**src/rtl/mem_port_arbiter_if.sv**
```systemverilog
// Port bundle between the two LEGv8 requesters, the shared data-memory port and the arbiter.
// The slave view is the arbiter itself; the master view is whatever drives the requests and memory.
interface mem_port_arbiter_if #(
    parameter int N = 64
);
    logic         req_a;
    logic [N-1:0] addr_a;
    logic [N-1:0] wdata_a;
    logic         we_a;
    logic         req_b;
    logic [N-1:0] addr_b;
    logic [N-1:0] wdata_b;
    logic         we_b;
    logic [N-1:0] mem_addr;
    logic [N-1:0] mem_wdata;
    logic         mem_we;
    logic         mem_valid;
    logic         mem_ready;
    logic [N-1:0] mem_rdata;
    logic [N-1:0] rdata;
    logic         done_a;
    logic         done_b;
    logic         sel;
    logic         busy;

    modport slave (
        input  req_a, addr_a, wdata_a, we_a,
        input  req_b, addr_b, wdata_b, we_b,
        input  mem_ready, mem_rdata,
        output mem_addr, mem_wdata, mem_we, mem_valid,
        output rdata, done_a, done_b, sel, busy
    );

    modport master (
        output req_a, addr_a, wdata_a, we_a,
        output req_b, addr_b, wdata_b, we_b,
        output mem_ready, mem_rdata,
        input  mem_addr, mem_wdata, mem_we, mem_valid,
        input  rdata, done_a, done_b, sel, busy
    );
endinterface

```
**src/rtl/mem_port_arbiter.sv**
```systemverilog
// Round-robin arbiter sharing one data-memory port between fetch (A) and load/store (B).
// One transaction in flight; every output comes straight from a register.
module mem_port_arbiter #(
    parameter int N            = 64,
    parameter bit RESET_LAST_B = 1'b1
) (
    input logic            clk,
    input logic            reset,
    mem_port_arbiter_if.slave bus
);
    typedef enum logic [1:0] {IDLE, ACCESS, RESP} state_t;

    state_t       state_q, state_d;
    logic [N-1:0] mem_addr_q, mem_addr_d;
    logic [N-1:0] mem_wdata_q, mem_wdata_d;
    logic [N-1:0] rdata_q, rdata_d;
    logic         mem_we_q, mem_we_d;
    logic         mem_valid_q, mem_valid_d;
    logic         done_a_q, done_a_d;
    logic         done_b_q, done_b_d;
    logic         sel_q, sel_d;
    logic         busy_q, busy_d;
    logic         last_b_q, last_b_d;
    logic         any_req;
    logic         grant_b;

    // On a tie B wins only if A was served last.
    assign any_req = bus.req_a | bus.req_b;
    assign grant_b = bus.req_b & (~bus.req_a | ~last_b_q);

    // NOTE: sequential state is updated with non-blocking assignments so every register samples pre-edge values.
    always_ff @(posedge clk or negedge reset) begin
        if (!reset) begin
            state_q     <= IDLE;
            mem_addr_q  <= '0;
            mem_wdata_q <= '0;
            rdata_q     <= '0;
            mem_we_q    <= 1'b0;
            mem_valid_q <= 1'b0;
            done_a_q    <= 1'b0;
            done_b_q    <= 1'b0;
            sel_q       <= 1'b0;
            busy_q      <= 1'b0;
            last_b_q    <= RESET_LAST_B;
        end else begin
            state_q     <= state_d;
            mem_addr_q  <= mem_addr_d;
            mem_wdata_q <= mem_wdata_d;
            rdata_q     <= rdata_d;
            mem_we_q    <= mem_we_d;
            mem_valid_q <= mem_valid_d;
            done_a_q    <= done_a_d;
            done_b_q    <= done_b_d;
            sel_q       <= sel_d;
            busy_q      <= busy_d;
            last_b_q    <= last_b_d;
        end
    end

    always_comb begin
        state_d = state_q;
        case (state_q)
            IDLE:    if (any_req) state_d = ACCESS;
            ACCESS:  if (bus.mem_ready) state_d = RESP;
            RESP:    state_d = IDLE;
            default: state_d = IDLE;
        endcase
    end

    // NOTE: every signal gets a hold/default value first so no path through the case infers a latch.
    always_comb begin
        mem_addr_d  = mem_addr_q;
        mem_wdata_d = mem_wdata_q;
        rdata_d     = rdata_q;
        mem_we_d    = mem_we_q;
        mem_valid_d = mem_valid_q;
        sel_d       = sel_q;
        busy_d      = busy_q;
        last_b_d    = last_b_q;
        done_a_d    = 1'b0;
        done_b_d    = 1'b0;
        case (state_q)
            IDLE: begin
                if (any_req) begin
                    sel_d       = grant_b;
                    mem_addr_d  = grant_b ? bus.addr_b  : bus.addr_a;
                    mem_wdata_d = grant_b ? bus.wdata_b : bus.wdata_a;
                    mem_we_d    = grant_b ? bus.we_b    : bus.we_a;
                    mem_valid_d = 1'b1;
                    busy_d      = 1'b1;
                end
            end
            ACCESS: begin
                if (bus.mem_ready) begin
                    if (!mem_we_q) rdata_d = bus.mem_rdata;
                    mem_valid_d = 1'b0;
                    mem_we_d    = 1'b0;
                    done_a_d    = ~sel_q;
                    done_b_d    = sel_q;
                    last_b_d    = sel_q;
                end
            end
            RESP:    busy_d = 1'b0;
            default: busy_d = 1'b0;
        endcase
    end

    assign bus.mem_addr  = mem_addr_q;
    assign bus.mem_wdata = mem_wdata_q;
    assign bus.mem_we    = mem_we_q;
    assign bus.mem_valid = mem_valid_q;
    assign bus.rdata     = rdata_q;
    assign bus.done_a    = done_a_q;
    assign bus.done_b    = done_b_q;
    assign bus.sel       = sel_q;
    assign bus.busy      = busy_q;
endmodule

```
**src/flat_wrapper.sv**
```systemverilog
// flat-port wrapper written by rule: the top's interface ports become plain ports
module mem_port_arbiter_flat 
#(
    parameter int N            = 64,
    parameter bit RESET_LAST_B = 1'b1
)
  (clk, reset, bus_req_a, bus_addr_a, bus_wdata_a, bus_we_a, bus_req_b, bus_addr_b, bus_wdata_b, bus_we_b, bus_mem_ready, bus_mem_rdata, bus_mem_addr, bus_mem_wdata, bus_mem_we, bus_mem_valid, bus_rdata, bus_done_a, bus_done_b, bus_sel, bus_busy);
  mem_port_arbiter_if #(.N(N)) bus_i ();
  input logic clk;
  input logic reset;
  input wire logic [$bits(bus_i.req_a)-1:0] bus_req_a;
  input wire logic [$bits(bus_i.addr_a)-1:0] bus_addr_a;
  input wire logic [$bits(bus_i.wdata_a)-1:0] bus_wdata_a;
  input wire logic [$bits(bus_i.we_a)-1:0] bus_we_a;
  input wire logic [$bits(bus_i.req_b)-1:0] bus_req_b;
  input wire logic [$bits(bus_i.addr_b)-1:0] bus_addr_b;
  input wire logic [$bits(bus_i.wdata_b)-1:0] bus_wdata_b;
  input wire logic [$bits(bus_i.we_b)-1:0] bus_we_b;
  input wire logic [$bits(bus_i.mem_ready)-1:0] bus_mem_ready;
  input wire logic [$bits(bus_i.mem_rdata)-1:0] bus_mem_rdata;
  output wire logic [$bits(bus_i.mem_addr)-1:0] bus_mem_addr;
  output wire logic [$bits(bus_i.mem_wdata)-1:0] bus_mem_wdata;
  output wire logic [$bits(bus_i.mem_we)-1:0] bus_mem_we;
  output wire logic [$bits(bus_i.mem_valid)-1:0] bus_mem_valid;
  output wire logic [$bits(bus_i.rdata)-1:0] bus_rdata;
  output wire logic [$bits(bus_i.done_a)-1:0] bus_done_a;
  output wire logic [$bits(bus_i.done_b)-1:0] bus_done_b;
  output wire logic [$bits(bus_i.sel)-1:0] bus_sel;
  output wire logic [$bits(bus_i.busy)-1:0] bus_busy;
  assign bus_i.req_a = bus_req_a;
  assign bus_i.addr_a = bus_addr_a;
  assign bus_i.wdata_a = bus_wdata_a;
  assign bus_i.we_a = bus_we_a;
  assign bus_i.req_b = bus_req_b;
  assign bus_i.addr_b = bus_addr_b;
  assign bus_i.wdata_b = bus_wdata_b;
  assign bus_i.we_b = bus_we_b;
  assign bus_i.mem_ready = bus_mem_ready;
  assign bus_i.mem_rdata = bus_mem_rdata;
  assign bus_mem_addr = bus_i.mem_addr;
  assign bus_mem_wdata = bus_i.mem_wdata;
  assign bus_mem_we = bus_i.mem_we;
  assign bus_mem_valid = bus_i.mem_valid;
  assign bus_rdata = bus_i.rdata;
  assign bus_done_a = bus_i.done_a;
  assign bus_done_b = bus_i.done_b;
  assign bus_sel = bus_i.sel;
  assign bus_busy = bus_i.busy;
  mem_port_arbiter #(.N(N), .RESET_LAST_B(RESET_LAST_B)) u_core (.clk(clk), .reset(reset), .bus(bus_i));
endmodule
```
**config.mk**
```make
export PLATFORM = sky130hd
export DESIGN_NAME = mem_port_arbiter_flat
export DESIGN_NICKNAME = d
export VERILOG_FILES = /design/src/rtl/mem_port_arbiter_if.sv /design/src/rtl/mem_port_arbiter.sv /design/src/flat_wrapper.sv
export SDC_FILE = /design/constraint.sdc
export NUM_CORES = 1
export LEC_CHECK = 0
export CAP_MARGIN = 15
export CORE_AREA = 2 2 205 207
export DETAILED_ROUTE_END_ITERATION = 10
export DIE_AREA = 0 0 207 209
export SLEW_MARGIN = 20
export SYNTH_ARGS = -nofsm -noshare
export SYNTH_HDL_FRONTEND = slang
export SYNTH_SLANG_ARGS = --single-unit
```
**constraint.sdc**
```tcl
create_clock -name clk -period 5.9 [get_ports clk]
set_clock_uncertainty 0.2 [all_clocks]
set_input_delay 0.885 -clock clk [delete_from_list [all_inputs] [get_ports clk]]
set_output_delay 0.885 -clock clk [all_outputs]
set_load 0.03 [all_outputs]
```
### Word level (Yosys, flattened, before mapping)

Index checks and enable logic that the tools add are counted.

| storage, ports and cells | value |
|---|---|
| word-level logic and storage cells | 46 |
| output and inout bits | 198 |
| flip-flop bits (word level) | 201 |
| input port bits | 327 |

| cells by class | value |
|---|---|
| bitwise logic cells | 8 |
| reduce and logical (&&, ||, !) cells | 8 |
| eq/ne operators | 3 |
| muxes and demuxes | 16 |

Operator list:

| operator | count |
|---|---|
| two-way mux 64 bit | 2 |
| two-way mux 1 bit | 8 |
| AND reduction 2 bit | 4 |
| case mux 1 bit (2 select lines) | 3 |
| AND reduction 3 bit | 2 |
| NOT 1 bit | 5 |
| two-way mux 2 bit | 2 |
| case mux 2 bit (2 select lines) | 1 |
| equality test 2 x 1 -> 1 bit, second input constant | 1 |
| zero test 2 bit | 1 |
| != test 2 x 1 -> 1 bit, second input constant | 1 |
| != test 2 bit, second input constant | 1 |
| bitwise OR 1 bit | 2 |
| nonzero test 2 bit | 1 |
| bitwise AND 1 bit | 1 |

### Depth between registers and ports, before layout

| logic depth | value |
|---|---|
| depth after elaboration | 6 |
| mapped depth | 5 |
| depth with buffers taken out | 3 |

### Least setup slack after synthesis

Ideal clock, no wire load.

| timing path | value |
|---|---|
| path type | input to register |
| from | input port bus_req_b |
| to | register u_core.mem_addr_q[18] (netlist: u_core.bus.mem_addr[18]) |
| data required time | 5.575 ns |
| cell stages on the path | 5 |
| arrival | 1.954 ns |
| path slack | 3.621 ns |
| library setup time | 0.125 ns |
| buffers on the path | 2 |
| path through | a21bo_2 > buf_6 > buf_6 > mux2_4 > mux2_2 |

| on the way | value |
|---|---|
| cells in the longest elaborated chain, start to end | 2 |
| elaborated cells between the ends (all ways) | 4 |
| those cells by class | mux (1); bitwise (2); reduce/logical (1) |

Ends and longest elaborated chain:

| item | line | source |
|---|---|---|
| start: declaration | flat_wrapper.sv:15 | `input wire logic [$bits(bus_i.req_b)-1:0] bus_req_b;` |
| bitwise AND 1 bit / bitwise OR 1 bit (equally long branches) | mem_port_arbiter.sv:29, mem_port_arbiter.sv:28 |  |
| two-way mux 64 bit / AND reduction 2 bit (equally long branches) | - |  |
| end signal: assignment | mem_port_arbiter.sv:47 | `mem_addr_q <= mem_addr_d;` |
| end: declaration | mem_port_arbiter.sv:14 | `logic [N-1:0] mem_addr_q, mem_addr_d;` |

Parallel ways exist; a longest one is shown, timed or not.
A chain may end at the register's enable or synchronous reset.

### Worst setup path in the final report

| timing path | value |
|---|---|
| from | input port bus_req_a |
| to | register u_core.mem_wdata_q[28] (netlist: u_core.bus.mem_wdata[28]) |

| on the way | value |
|---|---|
| cells in the longest elaborated chain, start to end | 4 |
| elaborated cells between the ends (all ways) | 6 |
| those cells by class | mux (1); bitwise (4); reduce/logical (1) |

Ends and longest elaborated chain:

| item | line | source |
|---|---|---|
| start: declaration | flat_wrapper.sv:11 | `input wire logic [$bits(bus_i.req_a)-1:0] bus_req_a;` |
| NOT 1 bit | mem_port_arbiter.sv:29 | `assign grant_b = bus.req_b & (~bus.req_a \| ~last_b_q);` |
| bitwise OR 1 bit | mem_port_arbiter.sv:29 |  |
| bitwise AND 1 bit | mem_port_arbiter.sv:29 |  |
| two-way mux 64 bit | mem_port_arbiter.sv:87 | `mem_wdata_d = grant_b ? bus.wdata_b : bus.wdata_a;` |
| end signal: assignment | mem_port_arbiter.sv:48 | `mem_wdata_q <= mem_wdata_d;` |
| end: declaration | mem_port_arbiter.sv:15 | `logic [N-1:0] mem_wdata_q, mem_wdata_d;` |

Parallel ways exist; a longest one is shown, timed or not.

==> results.txt <==
Resized Gates After CTS -> 0
Setup_tns -> 0 ns
TritonCTS clock tree -> yes
Root Buffer -> clkbuf_16
Wire length of the first global-routing pass -> 45600 um
Final hold vios -> 0
Htree depth -> 1
Worst setup EP type -> register
Area grow syn2layout -> 69.9%
GPL Wtd Cong -> 0.760
Setup Buffers After CTS -> 0
Synthesized flop and latch total -> 201
Worst setup SP type -> primary input
Syn Std Cell Area -> 0.00942 mm^2
Reg clk slew, reported paths -> 0.06 ns
Total core area -> 0.0413 mm^2
Met3 WL post-DR -> 2100 um
WL final -> 30000 um
Most common cell after layout, fill and taps aside -> clkdlybuf4s50_1
Final worst slack -> 2.97 ns
Die area -> 0.0433 mm^2
WL met1 -> 12200 um
Max_cap viols -> 0
DP HPWL -> 22600 um
Register area -> 0.00503 mm^2
Synthesized area per cell -> 16.3 um^2
Leading cell types in the layout, fill and taps excluded -> clkdlybuf4s50_1 (523), dfrtp_1 (200), mux2_2 (194), mux2_4 (100), mux2_1 (26)
Area of the multi-input gates -> 0.00411 mm^2
Worst Path Max Fanout -> 69
Outcome -> completed
Synth Instances -> 576
Die X -> 207 um
Synthesis Warnings -> 0
Filler cells -> 3982
Layout cell share with drive strength beyond 1 -> 31.0%
Worst VDD drop -> 383 uV
Initial antenna violation count -> 1
Vias/cell -> 4.10
Met2 Wirelength -> 15000 um
Tot GR Track Use -> 13.4%
Layout Nets -> 1426
CTS Sinks -> 201
Top layer in use -> met4
Routed vias -> 6791
CTS Buf Count -> 25
Drt drc -> 0
Worst-skew pair later-pin latency -> 0.53 ns
Post-synthesis sequential area ratio -> 53.4%
Chip Height -> 209 um
Slew @ Worst Pin -> 0.978 ns
CP Data Required Time -> 6.11 ns
Pre-CTS setup slack -> 2.40 ns
Syn_nets -> 903
Total I/O pin count -> 525
Clk buf depth -> 3
Min cycle time layout -> 2.93 ns
Static Leak -> 6.65 nW
Endpoints failing setup -> 0
Antenna-violating nets left -> 0
Crit path DAT -> 3.14 ns
Cell row count -> 75
IO buf count -> 524
Relative slew margins -> 34.8%
RSZ-0062 raised after global routing -> no
Unique masters post-synth -> 20
Post-CTS Hold Buffers -> 0
Crit Path Class -> primary input to register
Global route overflow -> 0
Antenna fix cells -> 0
WL/cell -> 18.1 um
1st-iter DRT viols -> 168
Pre-Repair DR Iteration Count -> 4
Slew Limit Fails -> 0
Initial core utilization -> 22.8%
Fmax -> 0.341 GHz
Hold Path Class -> primary input to asynchronous set/reset pin
Largest net degree at the start of global routing -> 107
Final period utilization -> 49.7%
Pwr Total -> 0.00866 W
PD cells -> 541 mW/mm^2
Vias in the first global route -> 7416
[routing by layer]
metal | track usage [%] | vias to the layer above
li1 | - | 3118
met1 | 16.3 | 3364
met2 | 23.0 | 266
met3 | 3.56 | 43
met4 | 4.43 | 0
met5 | 0 | -
[through the flow]
step	std cells	hold WS [ns]	cell area [um^2]	util, %
6_report	1657	0.236	16000	38.7
5_1_grt	1657	0.295	16000	38.7
4_1_cts	1657	0.259	16000	38.7
3_5_place_dp	1611	0.273	15200	36.7
3_3_place_gp	1611	0.265	15200	36.7
2_1_floorplan	576	0.284	9420	-
[logic make-up (layout without fill, tap and decap cells)]
kind of cell	after synthesis	count (layout)	synth area share (%)
mux	322	322	42.5
flops	201	201	53.4
buf+inv	37	579	3.08
simple gates	9	9	0.505
compound gates	7	7	0.518
[final timing paths]
| kind | from | endpoint | slack (ns) | cells after the start |
|---|---|---|---|---|
| min reg2reg | u_core.bus.rdata[51] | u_core.bus.rdata[51] | 0.28 | 1 |
| max in group asynchronous | reset | u_core.bus.mem_addr[52] | 4.09 | 2 |
| max reg2reg | u_core.state_q[1] | u_core.bus.mem_wdata[28] | 3.22 | 4 |
| min | reset | u_core.bus.mem_addr[10] | 0.24 | 1 |
| min in group clk | u_core.bus.rdata[51] | u_core.bus.rdata[51] | 0.28 | 1 |
| max | bus_req_a | u_core.bus.mem_wdata[28] | 2.97 | 4 |
[state kept, by name (all words and copies together), names as in the netlist]
signal / count
u_core.last_b_q: 1
u_core.bus.done_a: 1
u_core.bus.mem_addr: 64
u_core.bus.sel: 1
u_core.bus.mem_wdata: 64
u_core.bus.mem_valid: 1
u_core.state_q: 2
u_core.bus.rdata: 64
u_core.bus.busy: 1
u_core.bus.mem_we: 1
u_core.bus.done_b: 1
[layout make-up]
type	instances	share of cell area (%)
Clock buffer	35	4.52
Clock inverter	11	0.727
Inverter	3	0.0704
Multi-Input combinational cell	338	25.7
Sequential cell	201	31.5
Tap cell	539	4.22
Timing Repair Buffer	530	33.3
[where the power goes]
part	switching (W)	internal, W
Combinational	0.00240	0.00224
Sequential	0.000370	0.00209
Clock	0.000609	0.000942
[cell usage after synthesis]
library cell  number  area share, %
a21o_1             1          0.080
buf_2              7           0.37
nor2_4             1           0.12
buf_4             16            1.3
a21bo_2            1           0.11
mux2_4           100             16
mux2_1            26            3.1
mux2i_1            2           0.21
dfrtp_1          200             53
nand3b_1           1          0.080
o21a_1             1          0.080
o21ai_0            3           0.16
buf_6             11            1.3
nand2_1            3           0.12
mux2_2           194             23
inv_1              3           0.12
o32ai_1            1          0.093
dfstp_2            1           0.28
nand2b_1           1          0.066
nor2_1             3           0.12
[worst max-delay path, stage by stage]
cell	delay (ns)
clkdlybuf4s50_1	0.53
o21a_4	0.78
buf_12	0.40
mux2_2	0.39
Power figures use the tool's default switching activity.
